File: config.mk
export PLATFORM = sky130hd
export DESIGN_NAME = mouse_reg_writer_flat
export DESIGN_NICKNAME = d
export VERILOG_FILES = /design/src/rtl/mouse_ctrl_pkg.sv /design/src/rtl/mouse_reg_writer_if.sv /design/src/rtl/mouse_reg_writer_ps2_packet_assembler.sv /design/src/rtl/mouse_reg_writer.sv /design/src/flat_wrapper.sv
export SDC_FILE = /design/constraint.sdc
export NUM_CORES = 1
export LEC_CHECK = 0
export BUFFER_PORTS_ARGS = -buffer_cell sky130_fd_sc_hd__buf_2
export CORE_ASPECT_RATIO = 1.5
export CORE_MARGIN = 5
export CORE_UTILIZATION = 38
export DETAILED_ROUTE_END_ITERATION = 10
export PLACE_DENSITY = 0.58
export SLEW_MARGIN = 20
export SYNTH_ARGS = -nofsm -noshare
export SYNTH_HDL_FRONTEND = slang
export SYNTH_HIERARCHICAL = 1
export SYNTH_SLANG_ARGS = --single-unit
File: constraint.sdc
create_clock -name CLK -period 4.3 [get_ports CLK]
set_input_delay 0.645 -clock CLK [delete_from_list [all_inputs] [get_ports CLK]]
set_output_delay 0.645 -clock CLK [all_outputs]
set_load 0.005 [all_outputs]
File: src/rtl/mouse_ctrl_pkg.sv
// Shared types and constants for the PS/2 mouse register writer.
//   wr_state_t      : Avalon write sequencer states
//   REG_*           : word addresses inside the mouse register slave
//   B0_*            : bit positions inside PS/2 packet byte 0
package mouse_ctrl_pkg;

  typedef enum logic [1:0] {IDLE, WR_X, WR_Y, WR_BTN} wr_state_t;

  localparam logic [3:0] REG_X   = 4'd0;
  localparam logic [3:0] REG_Y   = 4'd1;
  localparam logic [3:0] REG_BTN = 4'd2;

  localparam int B0_L    = 0;
  localparam int B0_R    = 1;
  localparam int B0_M    = 2;
  localparam int B0_SYNC = 3;
  localparam int B0_XS   = 4;
  localparam int B0_YS   = 5;
  localparam int B0_XO   = 6;
  localparam int B0_YO   = 7;

endpackage

File: src/rtl/mouse_reg_writer_if.sv
// Avalon-MM write port between the mouse register writer (master) and the
// mouse register slave.
//   AVM_CS/AVM_WRITE/AVM_ADDR/AVM_BYTE_EN/AVM_WRITEDATA : master -> slave
//   AVM_WAITREQUEST                                      : slave -> master
interface mouse_reg_writer_if;
  logic        AVM_CS;
  logic        AVM_WRITE;
  logic [3:0]  AVM_ADDR;
  logic [3:0]  AVM_BYTE_EN;
  logic [31:0] AVM_WRITEDATA;
  logic        AVM_WAITREQUEST;

  modport master (output AVM_CS, AVM_WRITE, AVM_ADDR, AVM_BYTE_EN, AVM_WRITEDATA,
                  input  AVM_WAITREQUEST);
  modport slave  (input  AVM_CS, AVM_WRITE, AVM_ADDR, AVM_BYTE_EN, AVM_WRITEDATA,
                  output AVM_WAITREQUEST);
endinterface

File: src/rtl/mouse_reg_writer_ps2_packet_assembler.sv
// Assembles 3-byte PS/2 mouse packets.
//   clk, rst_n            : clock, async active-low reset
//   byte_valid/byte_data  : received byte strobe
//   pkt_valid             : combinational strobe in the cycle byte 2 arrives
//   dx, dy                : 9-bit signed deltas (0 when overflow flagged)
//   buttons               : {M,R,L} from byte 0
//   pkt_err               : one-cycle pulse after a byte 0 with bad sync bit
module ps2_packet_assembler
  import mouse_ctrl_pkg::*;
(
  input  logic              clk,
  input  logic              rst_n,
  input  logic              byte_valid,
  input  logic [7:0]        byte_data,
  output logic              pkt_valid,
  output logic signed [8:0] dx,
  output logic signed [8:0] dy,
  output logic [2:0]        buttons,
  output logic              pkt_err
);

  logic [1:0] idx_q, idx_d;
  logic [2:0] btn_q, btn_d;
  logic       xs_q, xs_d, ys_q, ys_d, xo_q, xo_d, yo_q, yo_d;
  logic [7:0] b1_q, b1_d;
  logic       err_q, err_d;

  always_comb begin
    idx_d = idx_q; btn_d = btn_q; b1_d = b1_q;
    xs_d = xs_q; ys_d = ys_q; xo_d = xo_q; yo_d = yo_q;
    err_d = 1'b0;
    pkt_valid = 1'b0;
    if (byte_valid) begin
      case (idx_q)
        2'd0: begin
          if (byte_data[B0_SYNC]) begin
            idx_d = 2'd1;
            btn_d = {byte_data[B0_M], byte_data[B0_R], byte_data[B0_L]};
            xs_d  = byte_data[B0_XS];
            ys_d  = byte_data[B0_YS];
            xo_d  = byte_data[B0_XO];
            yo_d  = byte_data[B0_YO];
          end else begin
            err_d = 1'b1;
          end
        end
        2'd1: begin
          b1_d  = byte_data;
          idx_d = 2'd2;
        end
        default: begin
          idx_d     = 2'd0;
          pkt_valid = 1'b1;
        end
      endcase
    end
    // Byte 2 is used straight off the bus so the cursor can update on the
    // same edge that consumes it.
    dx      = xo_q ? 9'sd0 : {xs_q, b1_q};
    dy      = yo_q ? 9'sd0 : {ys_q, byte_data};
    buttons = btn_q;
    pkt_err = err_q;
  end

  always_ff @(posedge clk or negedge rst_n) begin
    if (!rst_n) begin
      idx_q <= 2'd0; btn_q <= 3'd0; b1_q <= 8'd0;
      xs_q <= 1'b0; ys_q <= 1'b0; xo_q <= 1'b0; yo_q <= 1'b0;
      err_q <= 1'b0;
    end else begin
      idx_q <= idx_d; btn_q <= btn_d; b1_q <= b1_d;
      xs_q <= xs_d; ys_q <= ys_d; xo_q <= xo_d; yo_q <= yo_d;
      err_q <= err_d;
    end
  end

endmodule

File: src/rtl/mouse_reg_writer.sv
// PS/2 packets -> clamped absolute cursor -> Avalon-MM writes of X, Y and
// buttons to words 0, 1, 2 of the mouse register slave.
//   CLK, RESET_N          : clock, async active-low reset
//   BYTE_VALID/BYTE_DATA  : PS/2 receiver byte stream
//   avm                   : Avalon-MM master port
//   CURSOR_X/Y, BUTTONS   : current cursor state
//   PKT_ERR               : pulse for a dropped out-of-sync byte
//   BUSY                  : write sequencer not idle
module mouse_reg_writer
  import mouse_ctrl_pkg::*;
#(
  parameter int X_MAX   = 639,
  parameter int Y_MAX   = 479,
  parameter int COORD_W = 16
) (
  input  logic               CLK,
  input  logic               RESET_N,
  input  logic               BYTE_VALID,
  input  logic [7:0]         BYTE_DATA,
  mouse_reg_writer_if.master avm,
  output logic [COORD_W-1:0] CURSOR_X,
  output logic [COORD_W-1:0] CURSOR_Y,
  output logic [2:0]         BUTTONS,
  output logic               PKT_ERR,
  output logic               BUSY
);

  localparam int SW = COORD_W + 2;
  localparam logic signed [SW-1:0] X_MAX_S = SW'(X_MAX);
  localparam logic signed [SW-1:0] Y_MAX_S = SW'(Y_MAX);

  logic              pkt_valid;
  logic signed [8:0] pkt_dx, pkt_dy;
  logic [2:0]        pkt_btn;

  ps2_packet_assembler u_asm (
    .clk        (CLK),
    .rst_n      (RESET_N),
    .byte_valid (BYTE_VALID),
    .byte_data  (BYTE_DATA),
    .pkt_valid  (pkt_valid),
    .dx         (pkt_dx),
    .dy         (pkt_dy),
    .buttons    (pkt_btn),
    .pkt_err    (PKT_ERR)
  );

  logic [COORD_W-1:0] cur_x_q, cur_x_d, cur_y_q, cur_y_d;
  logic [COORD_W-1:0] sh_x_q, sh_x_d, sh_y_q, sh_y_d;
  logic [2:0]         btn_q, btn_d, sh_btn_q, sh_btn_d;
  logic               pending_q, pending_d;
  wr_state_t          state_q, state_d;
  logic               write_q, write_d;
  logic [3:0]         addr_q, addr_d;
  logic [31:0]        data_q, data_d;
  logic signed [SW-1:0] x_sum, y_sum;

  always_comb begin
    cur_x_d = cur_x_q; cur_y_d = cur_y_q; btn_d = btn_q;
    sh_x_d = sh_x_q; sh_y_d = sh_y_q; sh_btn_d = sh_btn_q;
    state_d = state_q; pending_d = pending_q;

    // Widened signed sum so both ends saturate instead of wrapping.
    x_sum = $signed({2'b00, cur_x_q}) + SW'(pkt_dx);
    y_sum = $signed({2'b00, cur_y_q}) - SW'(pkt_dy);
    if (pkt_valid) begin
      if (x_sum[SW-1])          cur_x_d = '0;
      else if (x_sum > X_MAX_S) cur_x_d = COORD_W'(X_MAX);
      else                      cur_x_d = x_sum[COORD_W-1:0];
      if (y_sum[SW-1])          cur_y_d = '0;
      else if (y_sum > Y_MAX_S) cur_y_d = COORD_W'(Y_MAX);
      else                      cur_y_d = y_sum[COORD_W-1:0];
      btn_d = pkt_btn;
    end

    case (state_q)
      IDLE: begin
        if (pending_q) begin
          // Older packet is owed a write: send the pre-update values and
          // leave any packet completing now pending for the next round.
          state_d = WR_X;
          sh_x_d = cur_x_q; sh_y_d = cur_y_q; sh_btn_d = btn_q;
          pending_d = pkt_valid;
        end else if (pkt_valid) begin
          // Nothing owed: start immediately with the fresh values.
          state_d = WR_X;
          sh_x_d = cur_x_d; sh_y_d = cur_y_d; sh_btn_d = btn_d;
        end
      end
      default: begin
        if (pkt_valid) pending_d = 1'b1;
        if (!avm.AVM_WAITREQUEST) begin
          case (state_q)
            WR_X:    state_d = WR_Y;
            WR_Y:    state_d = WR_BTN;
            default: state_d = IDLE;
          endcase
        end
      end
    endcase

    write_d = (state_d != IDLE);
    case (state_d)
      WR_X:    begin addr_d = REG_X;   data_d = 32'(sh_x_d);   end
      WR_Y:    begin addr_d = REG_Y;   data_d = 32'(sh_y_d);   end
      WR_BTN:  begin addr_d = REG_BTN; data_d = 32'(sh_btn_d); end
      default: begin addr_d = 4'd0;    data_d = 32'd0;         end
    endcase
  end

  always_ff @(posedge CLK or negedge RESET_N) begin
    if (!RESET_N) begin
      cur_x_q <= COORD_W'(X_MAX / 2);
      cur_y_q <= COORD_W'(Y_MAX / 2);
      btn_q <= 3'd0;
      sh_x_q <= '0; sh_y_q <= '0; sh_btn_q <= 3'd0;
      pending_q <= 1'b0;
      state_q <= IDLE;
      write_q <= 1'b0; addr_q <= 4'd0; data_q <= 32'd0;
    end else begin
      cur_x_q <= cur_x_d; cur_y_q <= cur_y_d; btn_q <= btn_d;
      sh_x_q <= sh_x_d; sh_y_q <= sh_y_d; sh_btn_q <= sh_btn_d;
      pending_q <= pending_d;
      state_q <= state_d;
      write_q <= write_d; addr_q <= addr_d; data_q <= data_d;
    end
  end

  assign avm.AVM_CS        = write_q;
  assign avm.AVM_WRITE     = write_q;
  assign avm.AVM_ADDR      = addr_q;
  assign avm.AVM_BYTE_EN   = write_q ? 4'hF : 4'h0;
  assign avm.AVM_WRITEDATA = data_q;
  assign CURSOR_X          = cur_x_q;
  assign CURSOR_Y          = cur_y_q;
  assign BUTTONS           = btn_q;
  assign BUSY              = (state_q != IDLE);

endmodule

File: src/flat_wrapper.sv
// flat-port wrapper written by rule: the top's interface ports become plain ports
module mouse_reg_writer_flat import mouse_ctrl_pkg::*;
#(
  parameter int X_MAX   = 639,
  parameter int Y_MAX   = 479,
  parameter int COORD_W = 16
)
  (CLK, RESET_N, BYTE_VALID, BYTE_DATA, CURSOR_X, CURSOR_Y, BUTTONS, PKT_ERR, BUSY, avm_AVM_CS, avm_AVM_WRITE, avm_AVM_ADDR, avm_AVM_BYTE_EN, avm_AVM_WRITEDATA, avm_AVM_WAITREQUEST);
  mouse_reg_writer_if avm_i ();
  input  logic CLK;
  input  logic RESET_N;
  input  logic BYTE_VALID;
  input  logic [7:0] BYTE_DATA;
  output logic [COORD_W-1:0] CURSOR_X;
  output logic [COORD_W-1:0] CURSOR_Y;
  output logic [2:0] BUTTONS;
  output logic PKT_ERR;
  output logic BUSY;
  output wire logic [$bits(avm_i.AVM_CS)-1:0] avm_AVM_CS;
  output wire logic [$bits(avm_i.AVM_WRITE)-1:0] avm_AVM_WRITE;
  output wire logic [$bits(avm_i.AVM_ADDR)-1:0] avm_AVM_ADDR;
  output wire logic [$bits(avm_i.AVM_BYTE_EN)-1:0] avm_AVM_BYTE_EN;
  output wire logic [$bits(avm_i.AVM_WRITEDATA)-1:0] avm_AVM_WRITEDATA;
  input wire logic [$bits(avm_i.AVM_WAITREQUEST)-1:0] avm_AVM_WAITREQUEST;
  assign avm_AVM_CS = avm_i.AVM_CS;
  assign avm_AVM_WRITE = avm_i.AVM_WRITE;
  assign avm_AVM_ADDR = avm_i.AVM_ADDR;
  assign avm_AVM_BYTE_EN = avm_i.AVM_BYTE_EN;
  assign avm_AVM_WRITEDATA = avm_i.AVM_WRITEDATA;
  assign avm_i.AVM_WAITREQUEST = avm_AVM_WAITREQUEST;
  mouse_reg_writer #(.X_MAX(X_MAX), .Y_MAX(Y_MAX), .COORD_W(COORD_W)) u_core (.CLK(CLK), .RESET_N(RESET_N), .BYTE_VALID(BYTE_VALID), .BYTE_DATA(BYTE_DATA), .avm(avm_i), .CURSOR_X(CURSOR_X), .CURSOR_Y(CURSOR_Y), .BUTTONS(BUTTONS), .PKT_ERR(PKT_ERR), .BUSY(BUSY));
endmodule
Word-level counts from Yosys, hierarchy flattened
Cells that the tools add are included.
Widths: inputs -> output; s select.
{"block": "op_classes", "addsub": 2, "magnitude_cmp": 2, "eq_ne": 7, "muxes": 36, "n_reduce_logical": 9}
{"cell": "$mux 16", "count": 12}
{"cell": "$pmux 16 s3", "count": 1}
{"cell": "$add 17x9->18", "count": 1}
{"cell": "$gt 18x10->1 const B", "count": 1}
{"cell": "$gt 18x11->1 const B", "count": 1}
{"cell": "$mux 9", "count": 2}
{"cell": "$sub 17x9->18", "count": 1}
{"cell": "$mux 3", "count": 4}
{"cell": "$pmux 2 s2", "count": 3}
{"cell": "$mux 2", "count": 5}
{"cell": "$mux 1", "count": 8}
{"cell": "$eq 2x1->1 const B", "count": 3}
{"cell": "$eq 2x2->1 const B", "count": 3}
{"cell": "$reduce_bool 2->1", "count": 3}
{"cell": "$logic_not 2->1", "count": 2}
{"cell": "$mux 4", "count": 1}
{"cell": "$reduce_and 2->1", "count": 2}
{"cell": "$reduce_and 3->1", "count": 1}
{"cell": "$ne 2x2->1 const B", "count": 1}
{"cell": "$reduce_or 2->1", "count": 1}
{"block": "word_totals", "reg_bits": 110, "inputBits": 12, "out_inout_bits": 79}

Longest topological paths before layout
{"block": "depth", "word_depth": 10, "depth_mapped": 14, "mapped_depth_nobuf": 12}

Hierarchy
The synthesis kept the hierarchy.
{"mod": "mouse_reg_writer", "instances": 1, "cells_each": 657, "area_per_inst_um2": 6072.1}
{"mod": "ps2_packet_assembler", "instances": 1, "cells_each": 60, "area_per_inst_um2": 817.0}

Worst setup path after synthesis
Ideal clock, no wire load.
{"block": "synth_timing", "kind": "reg2reg", "startpoint": "register u_core.u_asm.yo_q", "endpoint": "register u_core.sh_y_q[1]", "setup_time_ns": 0.141, "arrival_ns": 3.420, "path_slack_ns": 0.739, "path_stages_with_launch": 14, "n_path_buf": 2, "period_less_slack_ns": 3.561, "path_cell_list": "dfrtp_1 -> nor2b_1 -> clkbuf_1 -> inv_1 -> ha_1 -> and3_1 -> and2_1 -> a2111oi_0 -> o2bb2ai_1 -> and2_1 -> o2111ai_1 -> clkbuf_1 -> a2111oi_0 -> o21ai_0"}
{"block": "synth_between", "elab_chain_cells": 9}
{"item": "from (decl)", "line_no": "mouse_reg_writer_ps2_packet_assembler.sv:24", "source": "logic xs_q, xs_d, ys_q, ys_d, xo_q, xo_d, yo_q, yo_d;"}
{"item": "from (signal assigned)", "line_no": "mouse_reg_writer_ps2_packet_assembler.sv:72", "source": "xs_q <= xs_d; ys_q <= ys_d; xo_q <= xo_d; yo_q <= yo_d;"}
{"item": "$mux 9 (*)", "line_no": "mouse_reg_writer_ps2_packet_assembler.sv:60", "source": "dy = yo_q ? 9'sd0 : {ys_q, byte_data};"}
{"item": "net u_core.pkt_dy[8]", "line_no": "mouse_reg_writer.sv:33", "source": "logic signed [8:0] pkt_dx, pkt_dy;"}
{"item": "$sub 17x9->18 (*)", "line_no": "mouse_reg_writer.sv:65", "source": "y_sum = $signed({2'b00, cur_y_q}) - SW'(pkt_dy);"}
{"item": "$gt 18x10->1", "line_no": "mouse_reg_writer.sv:71", "source": "else if (y_sum > Y_MAX_S) cur_y_d = COORD_W'(Y_MAX);"}
{"item": "$mux 16", "line_no": "mouse_reg_writer.sv:71"}
{"item": "$mux 16 (*)", "line_no": "mouse_reg_writer.sv:70", "source": "if (y_sum[SW-1]) cur_y_d = '0;"}
{"item": "$mux 16 (*)", "line_no": "mouse_reg_writer.sv:66", "source": "if (pkt_valid) begin"}
{"item": "$mux 16 (*)", "line_no": "mouse_reg_writer.sv:84", "source": "end else if (pkt_valid) begin"}
{"item": "$mux 16 (*)", "line_no": "mouse_reg_writer.sv:78", "source": "if (pending_q) begin"}
{"item": "$mux 16 (*)", "line_no": "mouse_reg_writer.sv:76", "source": "case (state_q)"}
{"item": "net u_core.sh_y_d[1]", "line_no": "mouse_reg_writer.sv:49", "source": "logic [COORD_W-1:0] sh_x_q, sh_x_d, sh_y_q, sh_y_d;"}
{"item": "to (signal assigned)", "line_no": "mouse_reg_writer.sv:116", "source": "sh_x_q <= '0; sh_y_q <= '0; sh_btn_q <= 3'd0;"}
{"item": "to (signal assigned)", "line_no": "mouse_reg_writer.sv:122", "source": "sh_x_q <= sh_x_d; sh_y_q <= sh_y_d; sh_btn_q <= sh_btn_d;"}
{"item": "to (decl)", "line_no": "mouse_reg_writer.sv:49"}
The timed path passes the listed nets; every way through them passes the cells marked *.
A chain may end at the register's enable or synchronous reset.

Final worst setup path
{"block": "layout_timing", "startpoint": "register u_core.u_asm.xo_q", "endpoint": "register u_core.data_q[5] (netlist: u_core/avm.AVM_WRITEDATA[5])"}
{"block": "layout_between", "elab_chain_cells": 10}
{"item": "from (decl)", "line_no": "mouse_reg_writer_ps2_packet_assembler.sv:24"}
{"item": "from (signal assigned)", "line_no": "mouse_reg_writer_ps2_packet_assembler.sv:72"}
{"item": "$mux 9 (*)", "line_no": "mouse_reg_writer_ps2_packet_assembler.sv:59", "source": "dx = xo_q ? 9'sd0 : {xs_q, b1_q};"}
{"item": "net u_core.pkt_dx[0]", "line_no": "mouse_reg_writer.sv:33"}
{"item": "$add 17x9->18 (*)", "line_no": "mouse_reg_writer.sv:64", "source": "x_sum = $signed({2'b00, cur_x_q}) + SW'(pkt_dx);"}
{"item": "$gt 18x11->1", "line_no": "mouse_reg_writer.sv:68", "source": "else if (x_sum > X_MAX_S) cur_x_d = COORD_W'(X_MAX);"}
{"item": "$mux 16", "line_no": "mouse_reg_writer.sv:68"}
{"item": "$mux 16 (*)", "line_no": "mouse_reg_writer.sv:67", "source": "if (x_sum[SW-1]) cur_x_d = '0;"}
{"item": "$mux 16 (*)", "line_no": "mouse_reg_writer.sv:66"}
{"item": "$mux 16 (*)", "line_no": "mouse_reg_writer.sv:84"}
{"item": "$mux 16 (*)", "line_no": "mouse_reg_writer.sv:78"}
{"item": "$mux 16 (*)", "line_no": "mouse_reg_writer.sv:76"}
{"item": "$pmux 16 s3 (*)", "line_no": "mouse_reg_writer.sv:103", "source": "case (state_d)"}
{"item": "net u_core.data_d[5]", "line_no": "mouse_reg_writer.sv:55", "source": "logic [31:0] data_q, data_d;"}
{"item": "to (signal assigned)", "line_no": "mouse_reg_writer.sv:125", "source": "write_q <= write_d; addr_q <= addr_d; data_q <= data_d;"}
{"item": "to (decl)", "line_no": "mouse_reg_writer.sv:55"}
Marked as above.

==> impl_results.md <==
- Synth Warn #: 6
- Routed wire length: 19,100 um
- DP Wirelength: 14,700 um
- Final Critical Period: about 4000 ps
- Clk pwr share: 0.140
- Rel. slew slack: 0.386
- TritonCTS clock tree: done
- Req. time, crit path: 4500 ps
- RSZ-0062 raised after global routing: false
- Fmax: 250 MHz
- Tcrit/Tclk final: 0.930
- CP endpoint kind: flop
- Register area share after synthesis: 0.402
- Worst-Margin Slew: between 900 and 1000 ps
- Ports: a little over 90
- Main synth FF type: dfrtp_1
- Int Pwr: between 3 and 4 mW
- Die area: between 20,000 and 25,000 sq um
- Register area: 2770 sq um
- WL/cell: 19.2 um
- Area of the multi-input gates: about 3700 sq um
- Max cap viols: 0
- Switching pwr: 2.53 mW
- Clk Latency, worst-skew pair: 350 ps
- RR Startpoint: u_core/u_asm/xo_q$_DFFE_PN0P_
- Switch share: 0.454
- Initial antenna violation count: 0
- R2R depth: 13
- Commonest non-fill, non-tap cell in the layout: dfrtp_1
- Syn avg cell area: 9.61 sq um
- DRT iter0 DRCs: 294
- Library cells used by synthesis: 81
- Syn-to-layout area delta: 11.4%
- Seq pwr share: 0.296
- Final net count: 825
- Fin worst setup slack: 300 ps
- Ys async rst share: 1.00
- Die Span Y: between 150 and 200 um
- Pwr/cell area: 726 nW/um^2
- H-tree depth: 3
- Vias: approximately 5.6k
- DRT Pass-1 Iters: 5
- Remaining global-route overflow: 0
- Slowest CP cell: a222oi_1
- Port buffer count: 72
- Comb power frac: 0.563
- Worst slack, placed: roughly 100 ps
- Residual DRC count: 0
- Fraction of layout cells with a size suffix above 1: 0.214
- WS Path Type: flop to flop
- Crit path largest cell delay: 830 ps
- All-layer global routing usage: 0.181
- Fin Setup TNS: 0 ps
- Avg Vias per Cell: 5.63
- Largest net degree at the start of global routing: 52
- Global-route wire length before repair: ~30,000 um
- Largest delay share family, worst path: compound AO/OA/AOI/OAI gates
- Count of state elements after synthesis: 110
- Clock buffers created by TritonCTS: 9
- Clk sinks: 110
- Post-Syn Instances: slightly above 700
- # diodes: 0
- CTS clk-pin slew, worst paths: about 70 ps
- Hold Crit Class: input pin to asynchronous set/reset pin
- Root Driver: clkbuf_16
- LEAKAGE: 3.55 nW
- Worst EP arrival: 4200 ps
- Clock skew: 9.19 ps
- Cell Area, Synth: 6890 sq um
- CP Max Fanout: 10
- Fin. Hold Viols: 0
- Clock buffer depth: 2
- Core ar.: 17,900 sq um
- Post-synth EDFFs: 0
- FP Rows: 60
- CP startpoint kind: flop
- Die width: 120 um
- R2r setup slk: approximately 300 ps
- Final Setup Violations: 0
- Routability cong.: 0.907
- Vias in the first global route: 5,702
- VDD IR max: between 0.2 and 0.3 mV
- Starting Density: 0.386
- Final hold slack: 198 ps
- CP cell instances: buf_4 > nor2b_1 > ha_1 > inv_1 > fa_1 > nand2b_1 > a21o_1 > a21oi_1 > o21ai_0 > a222oi_1 > nand2_2 > o31ai_2 > o221ai_1
- Most frequent cells in the layout: dfrtp_1 (96), buf_2 (71), inv_1 (48)
- Remaining antenna violation count: 0
- Final Util: 0.430
- Worst r2r dst: u_core/avm.AVM_WRITEDATA[5]$_DFF_PN0_
- Buf+Inv Stages, Crit Path: 2
- Status: complete, no violations
- Filler cell count in the final layout: 1,753
- Max-slew violation count: 0
## power groups by stage
| stage | clock [mW] | sequential [mW] | combinational, mW |
|---|---|---|---|
| floorplan | 0 | 1.61 | 2.27 |
| global placement | 0 | 1.66 | 3.07 |
| detailed placement | 0 | 1.67 | 3.12 |
| CTS | 0.798 | 1.65 | 3.14 |
| global route | 0.843 | 1.69 | 3.46 |
| finish | 0.782 | 1.65 | 3.14 |
## what timing repair did
item / CTS / global route
resized for setup: 0 / 2
hold buffers: 0 / 0
buffers inserted: 0 / 0
endpoints found under the setup margin: 0 / 21
## synthesized netlist by cell type (3+ instances only)
cell,count,area share
dfrtp_1,96,0.35
mux2_4,7,0.015
nand4_1,5,0.0045
a221oi_2,3,0.0065
or3_1,7,0.0064
clkbuf_1,24,0.013
o21ai_1,5,0.0036
xor2_1,9,0.011
ha_1,36,0.065
o21ai_0,37,0.027
a21oi_1,35,0.025
buf_2,5,0.0036
nor2b_1,32,0.029
buf_4,26,0.028
and3_1,5,0.0045
a22o_1,13,0.017
o21bai_1,3,0.0033
nor2_1,25,0.014
o31ai_2,3,0.0054
dfstp_2,14,0.053
a22oi_1,21,0.023
nand2_1,42,0.023
o31ai_1,9,0.0098
a2111oi_0,6,0.0076
a31oi_1,4,0.0036
or2_2,3,0.0027
a221o_1,3,0.0044
nor3_1,14,0.010
o22ai_1,11,0.010
o221ai_1,5,0.0064
nand3_1,27,0.020
nor4_1,5,0.0045
o211ai_1,8,0.0087
inv_1,48,0.026
o21a_1,7,0.0076
o32ai_1,4,0.0051
xnor2_1,11,0.014
and2_1,10,0.0091
mux2_2,16,0.026
a21o_1,9,0.0098
nand2b_1,8,0.0073
a211oi_1,6,0.0065
## metal layers
metal | GRT usage | routed length (um) | vias up
met5 | 0 | 0 | -
met4 | 0.0650 | 444 | 0
met3 | 0.0220 | 580 | 22
met2 | 0.337 | 10300 | 133
met1 | 0.210 | 7810 | 2760
li1 | - | - | 2695
## metrics by stage
step                      power (mW)  cells  area, sq um
final                           5.57    997         7670
after global routing            6.00    997         7670
after CTS                       5.59    997         7670
after detailed placement        4.79    981         7400
after global placement          4.73    981         7400
after floorplan                 3.87    734         6950
## flip-flops by register name, summed over array words and instances, names as in the netlist, 2 cells and up
signal / flops
u_core/CURSOR_Y: 16
u_core/avm.AVM_WRITEDATA: 16
u_core/sh_x_q: 16
u_core/CURSOR_X: 16
u_core/BUTTONS: 3
u_core/sh_btn_q: 3
u_core/sh_y_q: 16
u_core/avm.AVM_ADDR: 2
u_core/state_q: 2
u_core/u_asm/buttons: 3
u_core/u_asm/b1_q: 8
u_core/u_asm/idx_q: 2
## cell families after synthesis
group | count (synthesis) | share of synthesized area
other | 1 | 0.000544
adder cells (fa/ha/maj) | 38 | 0.0712
multiplexers | 25 | 0.0443
AND/OR/NAND/NOR | 195 | 0.149
buffers and inverters | 106 | 0.0750
XOR/XNOR | 20 | 0.0254
AO/OA/AOI/OAI | 222 | 0.232
flip-flops | 110 | 0.402
## worst max path at each step
stage                                   from                                    end  slack, ps  depth (start not counted)
2_1_floorplan  u_core/u_asm/yo_q$_DFFE_PN0P_             u_core/sh_y_q[1]$_DFF_PN0_        740                         13
3_3_place_gp   u_core/u_asm/xs_q$_DFFE_PN0P_  u_core/avm.AVM_WRITEDATA[0]$_DFF_PN0_        110                         10
3_5_place_dp   u_core/u_asm/xs_q$_DFFE_PN0P_  u_core/avm.AVM_WRITEDATA[0]$_DFF_PN0_        100                         10
4_1_cts        u_core/u_asm/xs_q$_DFFE_PN0P_  u_core/avm.AVM_WRITEDATA[5]$_DFF_PN0_         60                         10
5_1_grt        u_core/u_asm/yo_q$_DFFE_PN0P_             u_core/sh_y_q[1]$_DFF_PN0_          8                         11
6_report       u_core/u_asm/xo_q$_DFFE_PN0P_  u_core/avm.AVM_WRITEDATA[5]$_DFF_PN0_        300                         13
## final cells by class
class / instances / share of cell area
Clock buffer: 11 / 0.0303
Sequential cell: 110 / 0.361
Clock inverter: 5 / 0.00538
Multi-Input combinational cell: 518 / 0.482
Tap cell: 217 / 0.0354
Inverter: 48 / 0.0235
Timing Repair Buffer: 88 / 0.0629
No activity file was read; power rests on OpenSTA's default activity.
